File: config.mk
export PLATFORM = sky130hd
export DESIGN_NAME = player_step_ctrl
export DESIGN_NICKNAME = d
export VERILOG_FILES = /design/src/rtl/player_step_ctrl.sv
export SDC_FILE = /design/constraint.sdc
export NUM_CORES = 1
export LEC_CHECK = 0
export ABC_AREA = 1
export BUFFER_PORTS_ARGS = -buffer_cell sky130_fd_sc_hd__buf_4
export CORE_UTILIZATION = 43
export CTS_BUF_LIST = sky130_fd_sc_hd__clkbuf_2
export DETAILED_ROUTE_END_ITERATION = 12
export GPL_TIMING_DRIVEN = 0
export PLACE_DENSITY = 0.72
export SLEW_MARGIN = 30
export SYNTH_ARGS = -nofsm -noshare
export SYNTH_HDL_FRONTEND = slang
export SYNTH_SLANG_ARGS = --single-unit
export TNS_END_PERCENT = 30
File: constraint.sdc
create_clock -name clk -period 1.88 [get_ports clk]
set_clock_uncertainty 0.1 [all_clocks]
set_input_delay 0 -clock clk [delete_from_list [all_inputs] [get_ports clk]]
set_output_delay 0 -clock clk [all_outputs]
set_load 0.05 [all_outputs]
File: src/rtl/player_step_ctrl.sv
// Tile-stepping player controller: one step per tick_in edge, gated by a collision query.
// Position lands two edges after the step at best; steps arriving mid-query are dropped.
module player_step_ctrl #(
  parameter int GRID_W      = 20,
  parameter int GRID_H      = 15,
  parameter int X_W         = 5,
  parameter int Y_W         = 4,
  parameter int START_X     = 1,
  parameter int START_Y     = 1,
  parameter int QRY_TIMEOUT = 15
) (
  input  logic           clk,
  input  logic           rst,
  input  logic           tick_in,
  input  logic           btn_up,
  input  logic           btn_down,
  input  logic           btn_left,
  input  logic           btn_right,
  output logic           qry_valid,
  output logic [X_W-1:0] qry_x,
  output logic [Y_W-1:0] qry_y,
  input  logic           qry_ack,
  input  logic           qry_blocked,
  output logic [X_W-1:0] pos_x,
  output logic [Y_W-1:0] pos_y,
  output logic [1:0]     facing,
  output logic [1:0]     anim_frame,
  output logic           moving,
  output logic           step_done
);

  localparam int CNT_W = (QRY_TIMEOUT > 1) ? $clog2(QRY_TIMEOUT + 1) : 1;

  typedef enum logic [1:0] {S_IDLE, S_QUERY, S_MOVE} state_t;

  state_t r_state;
  state_t w_state_nxt;

  logic             r_tick_q;
  logic [X_W-1:0]   r_pos_x, w_pos_x_nxt;
  logic [Y_W-1:0]   r_pos_y, w_pos_y_nxt;
  logic [1:0]       r_facing, w_facing_nxt;
  logic [1:0]       r_anim, w_anim_nxt;
  logic             r_moving, w_moving_nxt;
  logic             r_qry_valid, w_qry_valid_nxt;
  logic [X_W-1:0]   r_qry_x, w_qry_x_nxt;
  logic [Y_W-1:0]   r_qry_y, w_qry_y_nxt;
  logic             r_step_done, w_step_done_nxt;
  logic [CNT_W-1:0] r_cnt, w_cnt_nxt;

  logic             w_step;
  logic             w_btn;
  logic [1:0]       w_dir;
  logic [X_W-1:0]   w_tgt_x;
  logic [Y_W-1:0]   w_tgt_y;
  logic             w_off_grid;
  logic             w_timeout;
  logic             w_qry_end;
  logic             w_qry_pass;

  // Both edges of the divider square wave count as a step.
  assign w_step     = tick_in ^ r_tick_q;
  assign w_btn      = btn_up | btn_down | btn_left | btn_right;
  assign w_timeout  = (r_cnt == CNT_W'(QRY_TIMEOUT - 1));
  assign w_qry_end  = qry_ack | w_timeout;
  assign w_qry_pass = qry_ack & ~qry_blocked;

  always_comb begin
    w_dir      = 2'b11;
    w_tgt_x    = r_pos_x;
    w_tgt_y    = r_pos_y;
    w_off_grid = 1'b0;
    if (btn_up)         w_dir = 2'b00;
    else if (btn_down)  w_dir = 2'b01;
    else if (btn_left)  w_dir = 2'b10;
    case (w_dir)
      2'b00: begin
        w_off_grid = (r_pos_y == '0);
        w_tgt_y    = r_pos_y - Y_W'(1);
      end
      2'b01: begin
        w_off_grid = (r_pos_y == Y_W'(GRID_H - 1));
        w_tgt_y    = r_pos_y + Y_W'(1);
      end
      2'b10: begin
        w_off_grid = (r_pos_x == '0);
        w_tgt_x    = r_pos_x - X_W'(1);
      end
      default: begin
        w_off_grid = (r_pos_x == X_W'(GRID_W - 1));
        w_tgt_x    = r_pos_x + X_W'(1);
      end
    endcase
  end

  always_ff @(posedge clk or posedge rst) begin
    if (rst) r_state <= S_IDLE;
    else     r_state <= w_state_nxt;
  end

  always_comb begin
    w_state_nxt = r_state;
    case (r_state)
      S_IDLE:  if (w_step && w_btn && !w_off_grid) w_state_nxt = S_QUERY;
      S_QUERY: begin
        if (w_qry_pass)     w_state_nxt = S_MOVE;
        else if (w_qry_end) w_state_nxt = S_IDLE;
      end
      S_MOVE:  w_state_nxt = S_IDLE;
      default: w_state_nxt = S_IDLE;
    endcase
  end

  always_comb begin
    w_pos_x_nxt     = r_pos_x;
    w_pos_y_nxt     = r_pos_y;
    w_facing_nxt    = r_facing;
    w_anim_nxt      = r_anim;
    w_moving_nxt    = r_moving;
    w_qry_valid_nxt = r_qry_valid;
    w_qry_x_nxt     = r_qry_x;
    w_qry_y_nxt     = r_qry_y;
    w_step_done_nxt = 1'b0;
    w_cnt_nxt       = r_cnt;
    case (r_state)
      S_IDLE: begin
        if (w_step) begin
          if (!w_btn) begin
            w_moving_nxt = 1'b0;
            w_anim_nxt   = 2'd0;
          end else begin
            w_facing_nxt = w_dir;
            if (w_off_grid) begin
              w_moving_nxt = 1'b0;
              w_anim_nxt   = 2'd0;
            end else begin
              w_qry_x_nxt     = w_tgt_x;
              w_qry_y_nxt     = w_tgt_y;
              w_qry_valid_nxt = 1'b1;
              w_cnt_nxt       = '0;
            end
          end
        end
      end
      S_QUERY: begin
        // A timeout is folded into the blocked path.
        if (w_qry_end) begin
          w_qry_valid_nxt = 1'b0;
          if (!w_qry_pass) begin
            w_moving_nxt = 1'b0;
            w_anim_nxt   = 2'd0;
          end
        end else begin
          w_cnt_nxt = r_cnt + CNT_W'(1);
        end
      end
      S_MOVE: begin
        w_pos_x_nxt     = r_qry_x;
        w_pos_y_nxt     = r_qry_y;
        w_anim_nxt      = r_anim + 2'd1;
        w_moving_nxt    = 1'b1;
        w_step_done_nxt = 1'b1;
      end
      default: ;
    endcase
  end

  always_ff @(posedge clk or posedge rst) begin
    if (rst) begin
      r_tick_q    <= 1'b0;
      r_pos_x     <= X_W'(START_X);
      r_pos_y     <= Y_W'(START_Y);
      r_facing    <= 2'b01;
      r_anim      <= 2'd0;
      r_moving    <= 1'b0;
      r_qry_valid <= 1'b0;
      r_qry_x     <= '0;
      r_qry_y     <= '0;
      r_step_done <= 1'b0;
      r_cnt       <= '0;
    end else begin
      r_tick_q    <= tick_in;
      r_pos_x     <= w_pos_x_nxt;
      r_pos_y     <= w_pos_y_nxt;
      r_facing    <= w_facing_nxt;
      r_anim      <= w_anim_nxt;
      r_moving    <= w_moving_nxt;
      r_qry_valid <= w_qry_valid_nxt;
      r_qry_x     <= w_qry_x_nxt;
      r_qry_y     <= w_qry_y_nxt;
      r_step_done <= w_step_done_nxt;
      r_cnt       <= w_cnt_nxt;
    end
  end

  assign pos_x      = r_pos_x;
  assign pos_y      = r_pos_y;
  assign facing     = r_facing;
  assign anim_frame = r_anim;
  assign moving     = r_moving;
  assign qry_valid  = r_qry_valid;
  assign qry_x      = r_qry_x;
  assign qry_y      = r_qry_y;
  assign step_done  = r_step_done;

endmodule

Word level (Yosys, flattened, before mapping)
Index checks and enable logic that the tools add are counted.

Input port bits: 9. Word-level logic and storage cells: 91. Output and inout port bits: 25. Register bits: 32.

Equality and inequality tests: 16. Mux-type cells: 33. Reductions and logical operators: 16. Bitwise gates (word level): 8. Add/sub/neg operators: 6.

Operators with widths (number): two-way mux 2 bit (10); two-way mux 4 bit (4); one-hot mux 4 bit (2 select lines) (2); AND reduction 5 bit (3); inequality test 2 bit (second input constant) (7); two-way mux 1 bit (11); one-hot mux 5 bit (2 select lines) (1); adder 4 x 1 -> 4 bit (second input constant) (2); == test 4 bit (second input constant) (2); inequality test 3 bit (second input constant) (2); one-hot mux 1 bit (3 select lines) (2); one-hot mux 2 bit (3 select lines) (1); adder 5 x 1 -> 5 bit (second input constant) (1); == test 5 bit (second input constant) (1); zero test 5 bit (1); subtractor 5 x 1 -> 5 bit (second input constant) (1); == test 2 x 1 -> 1 bit (second input constant) (2); == test 2 bit (second input constant) (2); zero test 2 bit (2); zero test 4 bit (1); bitwise OR 1 bit (4); one-hot mux 2 bit (2 select lines) (1); AND reduction 4 bit (1); subtractor 4 x 1 -> 4 bit (second input constant) (1); 12 further kinds (14).

Depth between registers and ports, before layout
Gate-level depths: netlist (run 1).

Depth after elaboration: 9. Mapped depth: 14. Depth with buffers taken out: 14.

Worst setup path before layout (run 1)
Ideal clock, no wire load.

Path kind: reg-to-reg. Start: register r_pos_x[1], in the netlist pos_x[1]. End: register r_qry_x[4], in the netlist qry_x[4]. Setup slack: 0.076 ns. Buffers on the path: 0. Cell stages (with the launch flop): 12. Data required time: 1.662 ns. Arrival time: 1.586 ns. Cells stage by stage: dfrtp_1 -> fa_1 -> inv_1 -> nor2_1 -> nor2_1 -> inv_1 -> nand2_1 -> nand2_1 -> nand2_1 -> nand2_1 -> nand2_1 -> nand2_1.

Longest elaborated chain between the ends: 4. Elaborated cells between the ends (all ways): 8. Classes of those cells: 2 x add/sub; 1 x eq/ne; 2 x mux; 1 x bitwise; 2 x reduce/logical.

RTL lines: start: declaration (RTL line 40) `logic [X_W-1:0] r_pos_x, w_pos_x_nxt;`; start signal: assignment (RTL line 171) `r_pos_x <= X_W'(START_X);`; start signal: assignment (RTL line 183) `r_pos_x <= w_pos_x_nxt;`; parallel branches: the longest is 4 deep, another holds adder 5 x 1 -> 5 bit; end signal: assignment (RTL line 189) `r_qry_x <= w_qry_x_nxt;`; end: declaration (RTL line 46) `logic [X_W-1:0] r_qry_x, w_qry_x_nxt;`.

Parallel ways; which one is timed is not known. A chain may end at the register's enable or synchronous reset.

Worst setup path after layout (run 1)
Start: input port btn_up. End: register r_qry_x[3], in the netlist qry_x[3].

Longest elaborated chain between the ends: 5. Elaborated cells between the ends (all ways): 12. Classes of those cells: 2 x eq/ne; 3 x mux; 4 x bitwise; 3 x reduce/logical.

RTL lines: start: declaration (RTL line 15) `input logic btn_up,`; two-way mux 2 bit (RTL line 73) `if (btn_up) w_dir = 2'b00;`; == test 2 bit, or another cell as far along (RTL line 76) `case (w_dir)`; one-hot mux 1 bit (3 select lines) (RTL line 76); inverter 1 bit (no source line); AND reduction 4 bit (no source line).

Several ways; a longest one is shown, not always the timed one.

==> impl_metrics.tcl, run 1 <==
set metrics [dict create \
    grt_pass1_wl_um 6620 \
    vdd_drop_max_v 0.000505 \
    ioPinCount 34 \
    hp-class "input pin to flip-flop" \
    synth-edff-count 0 \
    rows 23 \
    nets 296 \
    insertion_delay_ns 0.39 \
    cts_root_buf "clkbuf_2" \
    floorplan.initialDensity_pct 46.0 \
    synth_area_leader_cell "dfrtp_1" \
    synth_fp_nets 249 \
    cts_buffer_depth 2 \
    worst-setup-path-type "input pin to flip-flop" \
    ys_seq_elements 32 \
    cts.htree.levels 2 \
    firstDrtPassIters 4 \
    design_area_um2 2320 \
    switchingPower_uw 2100 \
    clkSinkCount 32 \
    grt_max_degree 33 \
    critPathMaxFanout 4 \
    drive_above_1_share_pct 29.4 \
    yosysUniqueCellTypes 27 \
    leakage_uw 0.00122 \
    drtAntennaViolNets 0 \
    drc 0 \
    num-fill-cells 386 \
    cp.arrival_ns 1.99 \
    worstSetupStartpointType "input pin" \
    max_clock_freq_mhz 555 \
    syn_area_um2 1890 \
    avgViaCountPerCell 4.82 \
    grt_pass1_vias 1526 \
    final_core_utilization_pct 56.3 \
    setup_viol_count_final 0 \
    power_frac_seq_pct 32.2 \
    rsz0062_at_grt "no" \
    status "finished clean" \
    slew_headroom_pct 57.0 \
    p_int_uw 1810 \
    finalCritPeriodShare_pct 95.9 \
    grt_use_total_pct 19.4 \
    drtIter0Drc 54 \
    yosysTopAreaCellShare_pct 38.3 \
    end_kind "flip-flop" \
    synthTopCellsByArea "dfrtp_1 38%, nand2_1 16%, nand3_1 5.0%" \
    cts_inserted_buffers 5 \
    power_uw 3910 \
    die_h_um 68.4 \
    combinationalPowerShare_pct 58.9 \
    r2r_slack_ns 0.20 \
    sw_frac_of_total_pct 53.7 \
    die_w_um 68.4 \
    place_area_um2 2200 \
    synth-main-ff-cell "dfrtp_1" \
    cts_tree "yes" \
    antenna_found_initial 0 \
    cap_violations 0 \
    core_area_um2 4120 \
    overflow 0 \
    die_area_um2 4670 \
    wl_per_cell_um 11.7 \
    n_antenna_cell 0 \
    yosys_warnings 0 \
    synthArstFlopShare_pct 100 \
    post-cts-setup-buffers 0 \
    whs_ns 0.0368 \
    worst_slew_pin_slew_ns 0.644 \
    io_buffers 33 \
    areaGrowthSynthToFinish_pct 22.3 \
    hpwlAfterDp_um 2850 \
    p_clk_share_pct 8.9 \
    post_synth.cell_area_avg_um2 8.20 \
    num_vias 1587 \
    setup_tns_ns 0 \
    cts.clk_slew.worst_paths_ns 0.19 \
    synthCells 231 \
    powerDensity_nw_per_um2 1690 \
    hold_viol 0 \
    wl_um 3850 \
    place_congestion 0.840 \
    required_ns 2.07 \
    fin_crit_ns 1.80 \
    final_max_slew_viol_count 0 \
    ys_seq_area_share_pct 42.5 \
]
synthesized netlist by cell type (3+ instances only):
library cell,n
a21oi_1,3
buf_6,3
dfrtp_1,29
dfstp_2,3
ha_1,7
inv_1,20
inv_2,8
nand2_1,80
nand2_2,6
nand3_1,19
nor2_1,7
nor2_4,4
o21ai_0,15
o21ai_2,6
xnor2_1,3
xor2_1,3
through the flow:
stage               setup slack [ns]  cells
detailed placement             0.170    314
floorplan                     0.0764    231
CTS                           0.0516    329
finish                        0.0775    329
global placement               0.227    314
global route                0.000454    329
registers in the layout (all words and copies together), names as in the netlist, 2 cells and up:
signal and cells:
anim_frame 2, qry_x 5, pos_x 5, facing 2, r_state 2, r_cnt 4, qry_y 4, pos_y 4
kinds of logic after synthesis:
kind of cell	share of synthesized area, %
multiplexers	0.529
adder cells (fa/ha/maj)	6.74
AO/OA/AOI/OAI	8.39
flip-flops	42.5
AND/OR/NAND/NOR	31.5
buffers and inverters	7.60
XOR/XNOR	2.78
cell type report:
| type | count | area (µm²) | share of cell area [%] |
|---|---|---|---|
| buffer | 4 | 38.8 | 1.67 |
| clock buffer | 6 | 30.0 | 1.30 |
| clock inverter | 2 | 12.5 | 0.540 |
| inverter | 28 | 105 | 4.54 |
| multi-input combinational | 167 | 945 | 40.8 |
| sequential | 32 | 805 | 34.7 |
| tap | 50 | 62.6 | 2.70 |
| timing repair buffer | 40 | 318 | 13.7 |
worst max-delay path, cell delays in order:
cell           delay [ns]
dlygate4sd3_1        0.54
buf_4                0.16
nor2_4               0.13
nand2_1              0.11
inv_2                0.10
ha_1                 0.29
a21oi_1              0.22
nand3b_1             0.10
nand3_1              0.10
o21ai_0              0.11
nand2_1              0.08
nand2_1              0.05
repair_timing:
item	in CTS	in global routing
hold buffers	7	0
setup endpoints to repair	0	2
endpoints found under the hold margin	43	0
gates resized for setup	0	1
worst paths after layout:
check / cells past startpoint / startpoint / to
min in group asynchronous: 3 / rst / qry_valid$_DFFE_PP0P_
setup reg to reg: 11 / pos_x[1]$_DFFE_PP0P_ / qry_x[4]$_DFFE_PP0P_
hold / removal: 7 / btn_down / qry_y[2]$_DFFE_PP0P_
max in group asynchronous: 3 / rst / moving$_DFFE_PP0P_
hold reg to reg: 2 / moving$_DFFE_PP0P_ / moving$_DFFE_PP0P_
setup / recovery: 12 / btn_up / qry_x[3]$_DFFE_PP0P_
routing by layer:
metal	vias up	part of all wire (%)	track usage [%]
met3	7	3.7	4.50
met2	28	49	32.1
met4	0	1.5	7.81
li1	824	-	-
met1	728	46	24.1
met5	-	0	0
layout by cell type, fill, tap and decap left out, drive strengths merged:
| master | netlist | routed |
|---|---|---|
| nand2 | 86 | 86 |
| clkinv | 0 | 1 |
| buf | 4 | 37 |
| nand3 | 21 | 21 |
| ha | 7 | 7 |
| nor3 | 1 | 1 |
| dfrtp | 29 | 29 |
| dlygate4sd3 | 0 | 7 |
| mux2i | 1 | 1 |
| or2 | 2 | 2 |
| nand3b | 2 | 2 |
| a21oi | 4 | 4 |
| nor2 | 13 | 13 |
| dfstp | 3 | 3 |
| xor2 | 3 | 3 |
| clkbuf | 0 | 6 |
| clkinvlp | 0 | 1 |
| fa | 2 | 2 |
| nand4 | 1 | 1 |
| inv | 28 | 28 |
| xnor2 | 3 | 3 |
| o21ai | 21 | 21 |
power by group through the flow:
stage	clock network [µW]	registers, µW	logic, µW
CTS	357	1260	2320
floorplan	0	2030	918
global route	378	1310	2520
finish	347	1260	2300
global placement	0	1270	2270
detailed placement	0	1280	2300
Note: power is estimated with default switching activity, not from simulation.
==> run 2, diff against run 1 <==
--- a/config.mk
+++ b/config.mk
@@ -7,11 +7,12 @@
 export LEC_CHECK = 0
 export ABC_AREA = 1
 export BUFFER_PORTS_ARGS = -buffer_cell sky130_fd_sc_hd__buf_4
+export CAP_MARGIN = 0
 export CORE_UTILIZATION = 43
 export CTS_BUF_LIST = sky130_fd_sc_hd__clkbuf_2
 export DETAILED_ROUTE_END_ITERATION = 12
 export GPL_TIMING_DRIVEN = 0
-export PLACE_DENSITY = 0.72
+export PLACE_DENSITY = 0.73
 export SLEW_MARGIN = 30
 export SYNTH_ARGS = -nofsm -noshare
 export SYNTH_HDL_FRONTEND = slang
==> impl_metrics.tcl, run 2 (synthesized netlist as in run 1, its figures left out) <==
set metrics [dict create \
    die_w_um 68.4 \
    core_area_um2 4120 \
    antenna_found_initial 0 \
    avgViaCountPerCell 4.84 \
    vdd_drop_max_v 0.000669 \
    cts.clk_slew.worst_paths_ns 0.14 \
    power_uw 3890 \
    fin_crit_ns 1.74 \
    num_vias 1596 \
    cp.arrival_ns 1.91 \
    grt_pass1_vias 1485 \
    grt_max_degree 33 \
    cts_buffer_depth 2 \
    die_h_um 68.4 \
    drtAntennaViolNets 0 \
    max_stage_delay_ns 0.55 \
    worst-path-buf-inv 4 \
    die_area_um2 4670 \
    cts_tree "yes" \
    worst-setup-path-type "input pin to flip-flop" \
    worst_slew_pin_slew_ns 0.658 \
    slew_headroom_pct 56.1 \
    clkSinkCount 32 \
    grt_pass1_wl_um 6520 \
    final_common_cell "nand2_1" \
    drive_above_1_share_pct 29.6 \
    ioPinCount 34 \
    required_ns 2.04 \
    final_core_utilization_pct 56.4 \
    overflow 0 \
    nets 297 \
    cp_common_cell "nand2_1" \
    worstSetupStartpointType "input pin" \
    final_cells 330 \
    rows 23 \
    powerDensity_nw_per_um2 1670 \
    cts_inserted_buffers 5 \
    hpwlAfterDp_um 2840 \
    floorplan.initialDensity_pct 46.0 \
    crit_family "buffers and inverters" \
    finalCritPeriodShare_pct 92.6 \
    cap_violations 0 \
    drtIter0Drc 91 \
    hp-class "input pin to flip-flop" \
    cts_root_buf "clkbuf_2" \
    setup_viol_count_final 0 \
    leakage_uw 0.00123 \
    place_congestion 0.862 \
    path_cells "dlygate4sd3_1 > buf_4 > nor2_4 > nand2_1 > inv_2 > ha_1 > nand2_1 > nand2_1 > nor2_2 > inv_1 > nand2_1 > nand2_1 > nand2_1 > nand2_1 > nand2_1 > nand2_1" \
    cts.htree.levels 2 \
    firstDrtPassIters 4 \
    final_max_slew_viol_count 0 \
    cp_slowest_cell "dlygate4sd3_1" \
    n_antenna_cell 0 \
    placed_cells 314 \
    io_buffers 33 \
    rsz0062_at_grt "no" \
    end_kind "flip-flop" \
    status "finished clean" \
    max_clock_freq_mhz 574 \
    wl_um 3850 \
    critPathMaxFanout 4 \
    grt_use_total_pct 19.3 \
    areaGrowthSynthToFinish_pct 22.7 \
    hold_viol 0 \
    whs_ns 0.0586 \
    drc 0 \
    wl_per_cell_um 11.7 \
    setup_tns_ns 0 \
    num-fill-cells 384 \
    final_cell_mix "80 x nand2_1, 34 x buf_4, 29 x dfrtp_1" \
    insertion_delay_ns 0.37 \
]
run 2: power breakdown:
group,leakage [µW],total [µW],switching (µW),internal [µW]
logic,0.000788,2310,1560,749
registers,0.000412,1250,282,970
clock network,0.0000306,326,227,99.6
total,0.00123,3890,2070,1820
run 2: stage by stage:
step                      setup WS [ns]  area, µm²
final                             0.138       2320
after global placement            0.220       2200
after detailed placement          0.209       2200
after floorplan                  0.0764       1890
after global routing             0.0159       2320
after CTS                         0.104       2310
run 2: final timing paths:
kind / start / slack (ns) / end / cells past startpoint
setup / recovery: btn_up / 0.14 / qry_x[4]$_DFFE_PP0P_ / 16
hold / removal: btn_down / 0.06 / facing[1]$_DFFE_PP0P_ / 5
setup reg to reg: pos_x[1]$_DFFE_PP0P_ / 0.22 / qry_x[4]$_DFFE_PP0P_ / 11
hold reg to reg: moving$_DFFE_PP0P_ / 0.39 / moving$_DFFE_PP0P_ / 2
max in group asynchronous: rst / 1.08 / facing[1]$_DFFE_PP0P_ / 3
min in group asynchronous: rst / 0.16 / qry_valid$_DFFE_PP0P_ / 3
run 2: timing repair:
action | 4_1_cts | 5_1_grt
buffers inserted | 0 | 1
endpoints found under the hold margin | 39 | 0
hold buffers | 7 | 0
endpoints found under the setup margin | 0 | 2
resized for setup | 0 | 2
run 2: tightest hold or removal path, stage by stage:
cell and delay (ns):
buf_4 0.12, nor2_4 0.04, buf_6 0.14, inv_2 0.09
o21ai_0 0.09
run 2: area by class of cell:
| cell class | count | area, µm² | share of cell area [%] |
|---|---|---|---|
| multi-input combinational | 167 | 947 | 40.8 |
| buffer | 4 | 38.8 | 1.67 |
| sequential | 32 | 805 | 34.6 |
| clock inverter | 1 | 3.75 | 0.162 |
| timing repair buffer | 41 | 325 | 14.0 |
| clock buffer | 7 | 35.0 | 1.51 |
| tap | 50 | 62.6 | 2.69 |
| inverter | 28 | 105 | 4.53 |
run 2: metal layers:
layer | part of all wire (%) | track usage [%]
met4 | 0.93 | 6.77
met3 | 4.7 | 5.50
met2 | 48 | 31.4
met5 | 0 | 0
met1 | 46 | 24.2
